**config.mk**
```make
export PLATFORM = sky130hd
export DESIGN_NAME = bnn_folded_layer
export DESIGN_NICKNAME = d
export VERILOG_FILES = /design/src/rtl/bnn_pkg.sv /design/src/rtl/bnn_xnor_popcount.sv /design/src/rtl/bnn_folded_layer.sv
export SDC_FILE = /design/constraint.sdc
export NUM_CORES = 1
export LEC_CHECK = 0
export CORE_ASPECT_RATIO = 0.6
export CORE_MARGIN = 3
export CORE_UTILIZATION = 43
export DETAILED_ROUTE_END_ITERATION = 10
export GPL_ROUTABILITY_DRIVEN = 0
export PLACE_DENSITY_LB_ADDON = 0.2
export SLEW_MARGIN = 20
export SYNTH_ARGS = -nofsm -noshare
export SYNTH_HDL_FRONTEND = slang
export SYNTH_HIERARCHICAL = 1
export SYNTH_SLANG_ARGS = --single-unit
```
**constraint.sdc**
```tcl
create_clock -name clk -period 35.6 [get_ports clk]
set_clock_uncertainty 0.1 [all_clocks]
set_input_delay 8.9 -clock clk [delete_from_list [all_inputs] [get_ports clk]]
set_output_delay 8.9 -clock clk [all_outputs]
set_load 0.05 [all_outputs]
```
**src/rtl/bnn_pkg.sv**
```systemverilog
// Shared definitions for the folded binary neural-network layer:
// FSM state encoding and elaboration-time width helpers.
package bnn_pkg;

    typedef enum logic [1:0] {
        ST_IDLE  = 2'd0,
        ST_ACCUM = 2'd1,
        ST_DONE  = 2'd2
    } state_e;

    function automatic int clog2(input int value);
        int result;
        int rem;
        result = 0;
        rem    = value - 1;
        while (rem > 0) begin
            result = result + 1;
            rem    = rem >> 1;
        end
        return result;
    endfunction

    // Popcount/threshold width: must represent every count 0..n inclusive.
    function automatic int calc_cw(input int n);
        return clog2(n + 1);
    endfunction

    function automatic int idx_width(input int count);
        return (count > 1) ? clog2(count) : 1;
    endfunction

endpackage

```
**src/rtl/bnn_xnor_popcount.sv**
```systemverilog
// Combinational W-bit XNOR followed by a population count of the matches.
module bnn_xnor_popcount
    import bnn_pkg::*;
#(
    parameter  int W  = 16,
    localparam int PW = clog2(W + 1)
) (
    input  logic [W-1:0]  act_i,
    input  logic [W-1:0]  weight_i,
    output logic [PW-1:0] count_o
);

    logic [W-1:0] match;

    // NOTE: every signal written in always_comb gets a value before any branch or loop, so no latch is inferred.
    always_comb begin
        match   = ~(act_i ^ weight_i);
        count_o = '0;
        for (int i = 0; i < W; i++) begin
            count_o = count_o + PW'(match[i]);
        end
    end

endmodule

```
**src/rtl/bnn_folded_layer.sv**
```systemverilog
// Folded BNN layer: one W-bit slice per cycle for P neurons at a time,
// S*G cycles per vector, result held until the consumer accepts it.
module bnn_folded_layer
    import bnn_pkg::*;
#(
    parameter  int N       = 64,
    parameter  int W       = 16,
    parameter  int NEURONS = 8,
    parameter  int P       = 4,
    localparam int CW      = calc_cw(N),
    localparam int AW      = idx_width(NEURONS)
) (
    input  logic                    clk,
    input  logic                    rst,
    input  logic                    in_valid,
    output logic                    in_ready,
    input  logic [N-1:0]            in_vector,
    input  logic                    wr_en,
    input  logic [AW-1:0]           wr_addr,
    input  logic [N-1:0]            wr_weight,
    input  logic [CW-1:0]           wr_thresh,
    output logic                    out_valid,
    input  logic                    out_ready,
    output logic [NEURONS-1:0]      out_vector,
    output logic [NEURONS*CW-1:0]   out_popcounts,
    output logic                    busy
);

    localparam int S  = N / W;
    localparam int G  = NEURONS / P;
    localparam int PW = clog2(W + 1);
    localparam int SW = idx_width(S);
    localparam int GW = idx_width(G);

    state_e state_q, state_d;

    logic [W-1:0]       weights_q [NEURONS][S];
    logic [CW-1:0]      thresh_q  [NEURONS];
    logic [W-1:0]       vec_q     [S];
    logic [SW-1:0]      slice_q;
    logic [GW-1:0]      group_q;
    logic [CW-1:0]      acc_q     [P];
    logic [NEURONS-1:0] out_vec_q;
    logic [CW-1:0]      out_pop_q [NEURONS];

    logic               last_slice;
    logic               last_group;
    logic               wr_ok;
    logic [W-1:0]       act_slice;
    logic [AW-1:0]      nidx      [P];
    logic [W-1:0]       w_slice   [P];
    logic [PW-1:0]      pop       [P];
    logic [CW-1:0]      sum       [P];

    assign in_ready   = (state_q == ST_IDLE);
    assign out_valid  = (state_q == ST_DONE);
    assign busy       = (state_q != ST_IDLE);
    assign out_vector = out_vec_q;

    assign last_slice = (slice_q == SW'(S - 1));
    assign last_group = (group_q == GW'(G - 1));
    assign act_slice  = vec_q[slice_q];

    // Writes are honoured only while idle, so a running pass always sees a frozen weight set.
    assign wr_ok = wr_en && (state_q == ST_IDLE) && (32'(wr_addr) < NEURONS);

    always_comb begin
        for (int k = 0; k < P; k++) begin
            nidx[k]    = AW'(int'(group_q) * P + k);
            w_slice[k] = weights_q[nidx[k]][slice_q];
            sum[k]     = acc_q[k] + CW'(pop[k]);
        end
    end

    for (genvar k = 0; k < P; k++) begin : g_lane
        bnn_xnor_popcount #(
            .W (W)
        ) u_popcount (
            .act_i    (act_slice),
            .weight_i (w_slice[k]),
            .count_o  (pop[k])
        );
    end

    for (genvar i = 0; i < NEURONS; i++) begin : g_pop_out
        assign out_popcounts[(i+1)*CW-1 -: CW] = out_pop_q[i];
    end

    always_comb begin
        state_d = state_q;
        unique case (state_q)
            ST_IDLE:  if (in_valid)                  state_d = ST_ACCUM;
            ST_ACCUM: if (last_slice && last_group)  state_d = ST_DONE;
            ST_DONE:  if (out_ready)                 state_d = ST_IDLE;
            default:                                 state_d = ST_IDLE;
        endcase
    end

    // NOTE: sequential state uses non-blocking assignments so every flop samples pre-edge values.
    always_ff @(posedge clk or posedge rst) begin
        if (rst) begin
            state_q <= ST_IDLE;
        end else begin
            state_q <= state_d;
        end
    end

    // NOTE: the weight/threshold arrays are reset as well; after rst the layer computes from all-zero parameters.
    always_ff @(posedge clk or posedge rst) begin
        if (rst) begin
            slice_q   <= '0;
            group_q   <= '0;
            out_vec_q <= '0;
            for (int n = 0; n < NEURONS; n++) begin
                thresh_q[n]  <= '0;
                out_pop_q[n] <= '0;
                for (int s = 0; s < S; s++) begin
                    weights_q[n][s] <= '0;
                end
            end
            for (int s = 0; s < S; s++) begin
                vec_q[s] <= '0;
            end
            for (int k = 0; k < P; k++) begin
                acc_q[k] <= '0;
            end
        end else begin
            if (wr_ok) begin
                thresh_q[wr_addr] <= wr_thresh;
                for (int s = 0; s < S; s++) begin
                    weights_q[wr_addr][s] <= wr_weight[s*W +: W];
                end
            end

            unique case (state_q)
                ST_IDLE: begin
                    if (in_valid) begin
                        slice_q <= '0;
                        group_q <= '0;
                        for (int s = 0; s < S; s++) begin
                            vec_q[s] <= in_vector[s*W +: W];
                        end
                        for (int k = 0; k < P; k++) begin
                            acc_q[k] <= '0;
                        end
                    end
                end
                ST_ACCUM: begin
                    if (last_slice) begin
                        slice_q <= '0;
                        group_q <= last_group ? '0 : group_q + 1'b1;
                        for (int k = 0; k < P; k++) begin
                            out_pop_q[nidx[k]] <= sum[k];
                            out_vec_q[nidx[k]] <= (sum[k] >= thresh_q[nidx[k]]);
                            acc_q[k]           <= '0;
                        end
                    end else begin
                        slice_q <= slice_q + 1'b1;
                        for (int k = 0; k < P; k++) begin
                            acc_q[k] <= sum[k];
                        end
                    end
                end
                default: ;
            endcase
        end
    end

endmodule

```
Word level (Yosys, flattened, before mapping)
Index checks and enable logic that the tools add are counted.
{"block": "classes", "mux": 92, "eq_ne": 7, "n_bitwise": 14, "order_cmp": 23, "n_reduce_logical": 19, "n_addsub": 69}
{"operator": "bitwise mux 512 bit", "n": 4}
{"operator": "binary-select mux 64 bit (select 3 bit)", "n": 4}
{"operator": "demux 64 bit (select 3 bit)", "n": 4}
{"operator": "2-to-1 mux 64 bit", "n": 9}
{"operator": "adder 5 x 1 -> 5 bit", "n": 56}
{"operator": "bitwise mux 56 bit", "n": 5}
{"operator": "2-to-1 mux 16 bit", "n": 11}
{"operator": "binary-select mux 16 bit (select 2 bit)", "n": 5}
{"operator": "demux 7 bit (select 3 bit)", "n": 5}
{"operator": "2-to-1 mux 7 bit", "n": 13}
{"operator": "binary-select mux 7 bit (select 3 bit)", "n": 4}
{"operator": "NOT 16 bit", "n": 4}
{"operator": "XOR 16 bit", "n": 4}
{"operator": "2-to-1 mux 28 bit", "n": 2}
{"operator": "case mux 28 bit (2 select lines)", "n": 1}
{"operator": "2-to-1 mux 48 bit", "n": 1}
{"operator": "bitwise mux 8 bit", "n": 4}
{"operator": "2-to-1 mux 32 bit", "n": 1}
{"operator": "adder 7 x 5 -> 7 bit", "n": 4}
{"operator": "greater-or-equal comparator 7 bit", "n": 4}
{"operator": "greater-or-equal comparator 4 bit (second input constant)", "n": 5}
{"operator": "less-than comparator 4 x 1 -> 1 bit (second input constant)", "n": 5}
{"operator": "NOT 3 -> 4 bit", "n": 5}
{"operator": "less-than comparator 3 x 4 -> 1 bit (second input constant)", "n": 4}
{"operator": "other kinds (24)", "n": 60}
{"block": "totals", "elab_cells": 284, "in_bits": 143, "ff_bits": 729, "out_inout_bits": 67}

Logic depth before layout (Yosys ltp)
{"block": "logic_depth", "word_depth": 30, "mapped_depth": 30, "ltp_nobuf": 26}

Hierarchy
The synthesis kept the hierarchy.
{"module": "bnn_folded_layer", "area_per_inst_um2": 33259.4, "seq_area_each_um2": 18242.5, "n_inst": 1, "cells_each": 2158}
{"module": "bnn_xnor_popcount (g_lane[0].u_popcount ...)", "area_per_inst_um2": 500.5, "seq_area_each_um2": 0.0, "n_inst": 3, "cells_each": 52}
{"module": "bnn_xnor_popcount (g_lane[3].u_popcount)", "area_per_inst_um2": 508.0, "seq_area_each_um2": 0.0, "n_inst": 1, "cells_each": 51}

Worst setup path before layout
No wires, ideal clock.
{"block": "synth_timing", "path_kind": "register to output", "start": "reg state_q[0]", "end": "out busy", "stages_incl_launch_ff": 3, "path_slack_ns": 25.341, "t_required_ns": 26.600, "path_buffers": 0, "t_arrival_ns": 1.259, "path_cell_list": "dfrtp_1 nor2_2 inv_1"}
{"block": "synth_between", "elab_chain_len": 1}
{"element": "start: declaration", "line": "bnn_folded_layer.sv:35", "source": "state_e state_q, state_d;"}
{"element": "start signal: assignment", "line": "bnn_folded_layer.sv:104", "source": "state_q <= state_d;"}
{"element": "nonzero test 2 bit", "line": "bnn_folded_layer.sv:57", "source": "assign busy = (state_q != ST_IDLE);"}
{"element": "end: declaration", "line": "bnn_folded_layer.sv:26", "source": "output logic busy"}
Every way passes these cells.

==> results.md <==
| Result | Reported | Unit |
|---|---|---|
| Max-slew violation count | 0 | - |
| Area growth from synthesis to layout | 15.61 | % |
| Source-to-sink clock delay at the later pin of the worst-skew pair | 0.63 | ns |
| Fraction of synthesized cell area taken by the top area cell type | 0.5172 | - |
| Number of max-cap violations | 0 | - |
| Min-delay src | out_popcounts[51] | - |
| Cell type contributing the most total cell area after synthesis | sky130_fd_sc_hd__dfrtp_1 | - |
| Global-route total usage across every layer | 0.2068 | - |
| Most numerous cell in the Yosys netlist | sky130_fd_sc_hd__dfrtp_1 | - |
| Worst Setup Path Type | in2async | - |
| List of most frequent post-synthesis cells | sky130_fd_sc_hd__dfrtp_1 (729), sky130_fd_sc_hd__mux2_2 (619), sky130_fd_sc_hd__mux4_2 (144) | - |
| Final HPWL DP | 58450 | µm |
| Die area | 85610 | µm² |
| TNS Setup | 0 | ns |
| Async SR Flop Fraction | 1.000 | - |
| Number of gates resized after CTS | 0 | - |
| Buffer cell driving the clock tree root | sky130_fd_sc_hd__clkbuf_16 | - |
| Setup fix buffers added after clock tree synthesis | 0 | - |
| Worst slew margin relative to its limit | 0.3050 | - |
| Core footprint | 80380 | µm² |
| Post-Syn Area per Cell | 14.91 | µm² |
| Sequence of cells on the critical path | clkdlybuf4s50_1 -> inv_8 -> buf_4 -> buf_4 -> buf_4 | - |
| Longest individual stage delay on the worst path | 0.87 | ns |
| Final cell count without fillers | 3675 | - |
| Slowest cell on the critical path | sky130_fd_sc_hd__buf_4 | - |
| Total Wirelength | 87640 | µm |
| Std-Cell Rows | 80 | - |
| Sinks on Clock Net | 729 | - |
| Data arrival at the endpoint of the critical path | 12.58 | ns |
| Worst hold path depth | 2 | - |
| Most frequent CP cell | sky130_fd_sc_hd__buf_4 | - |
| Port-buffer cells | 209 | - |
| Reg clk slew, reported paths | 0.06 | ns |
| CTS tree | built | - |
| Initial standard-cell utilization of the core | 0.4388 | - |
| Hold-critical path endpoint | out_popcounts[51] | - |
| Maximum fanout count along the critical path | 125 | - |
| Slack of the worst reg-to-reg path | 26.10 | ns |
| Antenna violations before repair | 6 | - |
| Maximum number of pins on one net before global-route repair | 163 | - |
| Min-delay worst type | reg2reg | - |
| Primary flip-flop cell chosen by synthesis mapping | sky130_fd_sc_hd__dfrtp_1 | - |
| Post-layout net count | 2801 | - |
| Origin of the critical flop-to-flop path | group_q | - |
| Sort of element at the start of the critical path | primary input | - |
| Synthesized net count | 2621 | - |
| Inst Count DP | 3536 | - |
| Maximum root-to-sink buffer count | 3 | - |
| Synth Instances | 2365 | - |
| Share of final-layout standard cells stronger than drive strength 1 | 0.3829 | - |
| Die H | 227.8 | µm |
| Final cycle utilization of the critical path | 0.3395 | - |
| DRC viols | 0 | - |
| Cells on worst reg2reg path | 26 | - |
| Length of the first detailed-routing pass in iterations | 7 | - |
| Mean routed wirelength per cell | 23.85 | µm |
| Total congestion overflow after global routing | 0 | - |
| Number of setup violations in the final report | 0 | - |
| Most area-consuming cells after synthesis | sky130_fd_sc_hd__dfrtp_1 (52%), sky130_fd_sc_hd__mux2_2 (20%), sky130_fd_sc_hd__mux4_2 (9.2%), sky130_fd_sc_hd__mux2_4 (3.0%), sky130_fd_sc_hd__fa_1 (2.5%) | - |
| Hold slack | 0.3792 | ns |
| DR vias | 20.23k | - |
| Horizontal die dimension | 375.7 | µm |
| Average via count per standard cell | 5.505 | - |
| Critical Path RT | 36.09 | ns |
| Number of nets still failing antenna checks after routing | 0 | - |
| Setup repair after global routing missed its margin | no | - |
| #FFs+latches synth | 729 | - |
| Number of clock buffers inserted by TritonCTS | 73 | - |
| Slew at the pin closest to its max-slew limit | 1.042 | ns |
| Violation count after the first detailed-routing iteration | 1060 | - |
| Final hold violation count | 0 | - |
| Sequential element share of the synthesized area | 0.5172 | - |
| Number of global-route vias before repair | 22.01k | - |
| Crit end category | asynchronous set/reset pin | - |
| Util after Layout | 0.5073 | - |
| Netlist area before placement | 35270 | µm² |
| Syn. warnings | 6 | - |
| Destination of the worst register-to-register timing path | out_vector[5] | - |
| Min cycle time layout | 12.09 | ns |
| Hold-fix buffers, CTS | 0 | - |
| Number of synthesized flops with an enable pin | 0 | - |
| Count of cell types in the netlist | 45 | - |
| Global-route wire length before repair | 136200 | µm |
| Max Fclk | 82.73 | MHz |
| I/O pin cnt | 210 | - |
| Outcome | finished clean | - |
| H-tree depth | 3 | - |
## critical path: cells and delay by family
family,cells,cell delay (ns)
buffers and inverters,5,3.44
## layout by cell type, fill, tap and decap left out, types with 24 or more instances in the layout
master,n
sky130_fd_sc_hd__mux2_4,70
sky130_fd_sc_hd__clkbuf_16,79
sky130_fd_sc_hd__mux2i_1,24
sky130_fd_sc_hd__ha_1,69
sky130_fd_sc_hd__dfrtp_1,726
sky130_fd_sc_hd__o21ai_0,103
sky130_fd_sc_hd__fa_1,44
sky130_fd_sc_hd__nand2_1,93
sky130_fd_sc_hd__inv_1,107
sky130_fd_sc_hd__xnor2_1,65
sky130_fd_sc_hd__a21oi_1,29
sky130_fd_sc_hd__clkdlybuf4s50_1,209
sky130_fd_sc_hd__mux4_2,144
sky130_fd_sc_hd__mux2_2,619
## routing by layer
metal,vias up,part of all wire,routed length (µm),GRT usage
li1,8880,-,-,-
met1,10870,0.49,43060,0.3108
met2,377,0.45,39020,0.3138
met3,104,0.044,3834,0.03604
met4,4,0.019,1696,0.04780
met5,-,0.00029,25,0
## cell type report
cell class / instances / area [µm²]
antenna: 5 / 12.51
clock buffer: 107 / 2212
clock inverter: 27 / 307.8
fill: 6651 / 39600
inverter: 108 / 412.9
multi-input combinational: 1398 / 15910
sequential: 729 / 18250
tap: 1066 / 1334
timing repair buffer: 235 / 2336
## through the flow
step | cell area [µm²] | setup WS [ns]
2_1_floorplan | 35270 | 6.148
3_3_place_gp | 38220 | 22.82
3_5_place_dp | 38220 | 22.69
4_1_cts | 40740 | 23.35
5_1_grt | 40770 | 22.99
6_report | 40780 | 23.51
## sequential cells by signal (all words and copies together), names as in the netlist
register,cells
out_popcounts,56
group_q,1
slice_q,2
acc_q,28
out_vector,8
state_q,2
thresh_q,56
vec_q,64
weights_q,512
## cell families (layout without fill, tap and decap cells)
kind of cell,Yosys count,count (layout),synth area share
other,0,5,0
and+or+nand+nor,146,146,0.01820
xor gates and xnor gates,88,88,0.02185
DFF,729,729,0.5172
adders and majority gates,113,113,0.04945
AOI/OAI and AO/OA,182,182,0.02920
muxes,869,869,0.3300
buffers and inverters,238,477,0.03402
## worst max path at each step
stage | end | slack, ns | start | cells past startpoint
2_1_floorplan | acc_q[0] | 6.15 | rst | 1
3_3_place_gp | vec_q[18] | 22.82 | rst | 5
3_5_place_dp | vec_q[50] | 22.69 | rst | 5
4_1_cts | vec_q[57] | 23.35 | rst | 5
5_1_grt | vec_q[57] | 22.99 | rst | 5
6_report | vec_q[57] | 23.51 | rst | 5
Power is not shown: default switching activity piles up to over one toggle a cycle in this logic, so the estimate is an artifact.
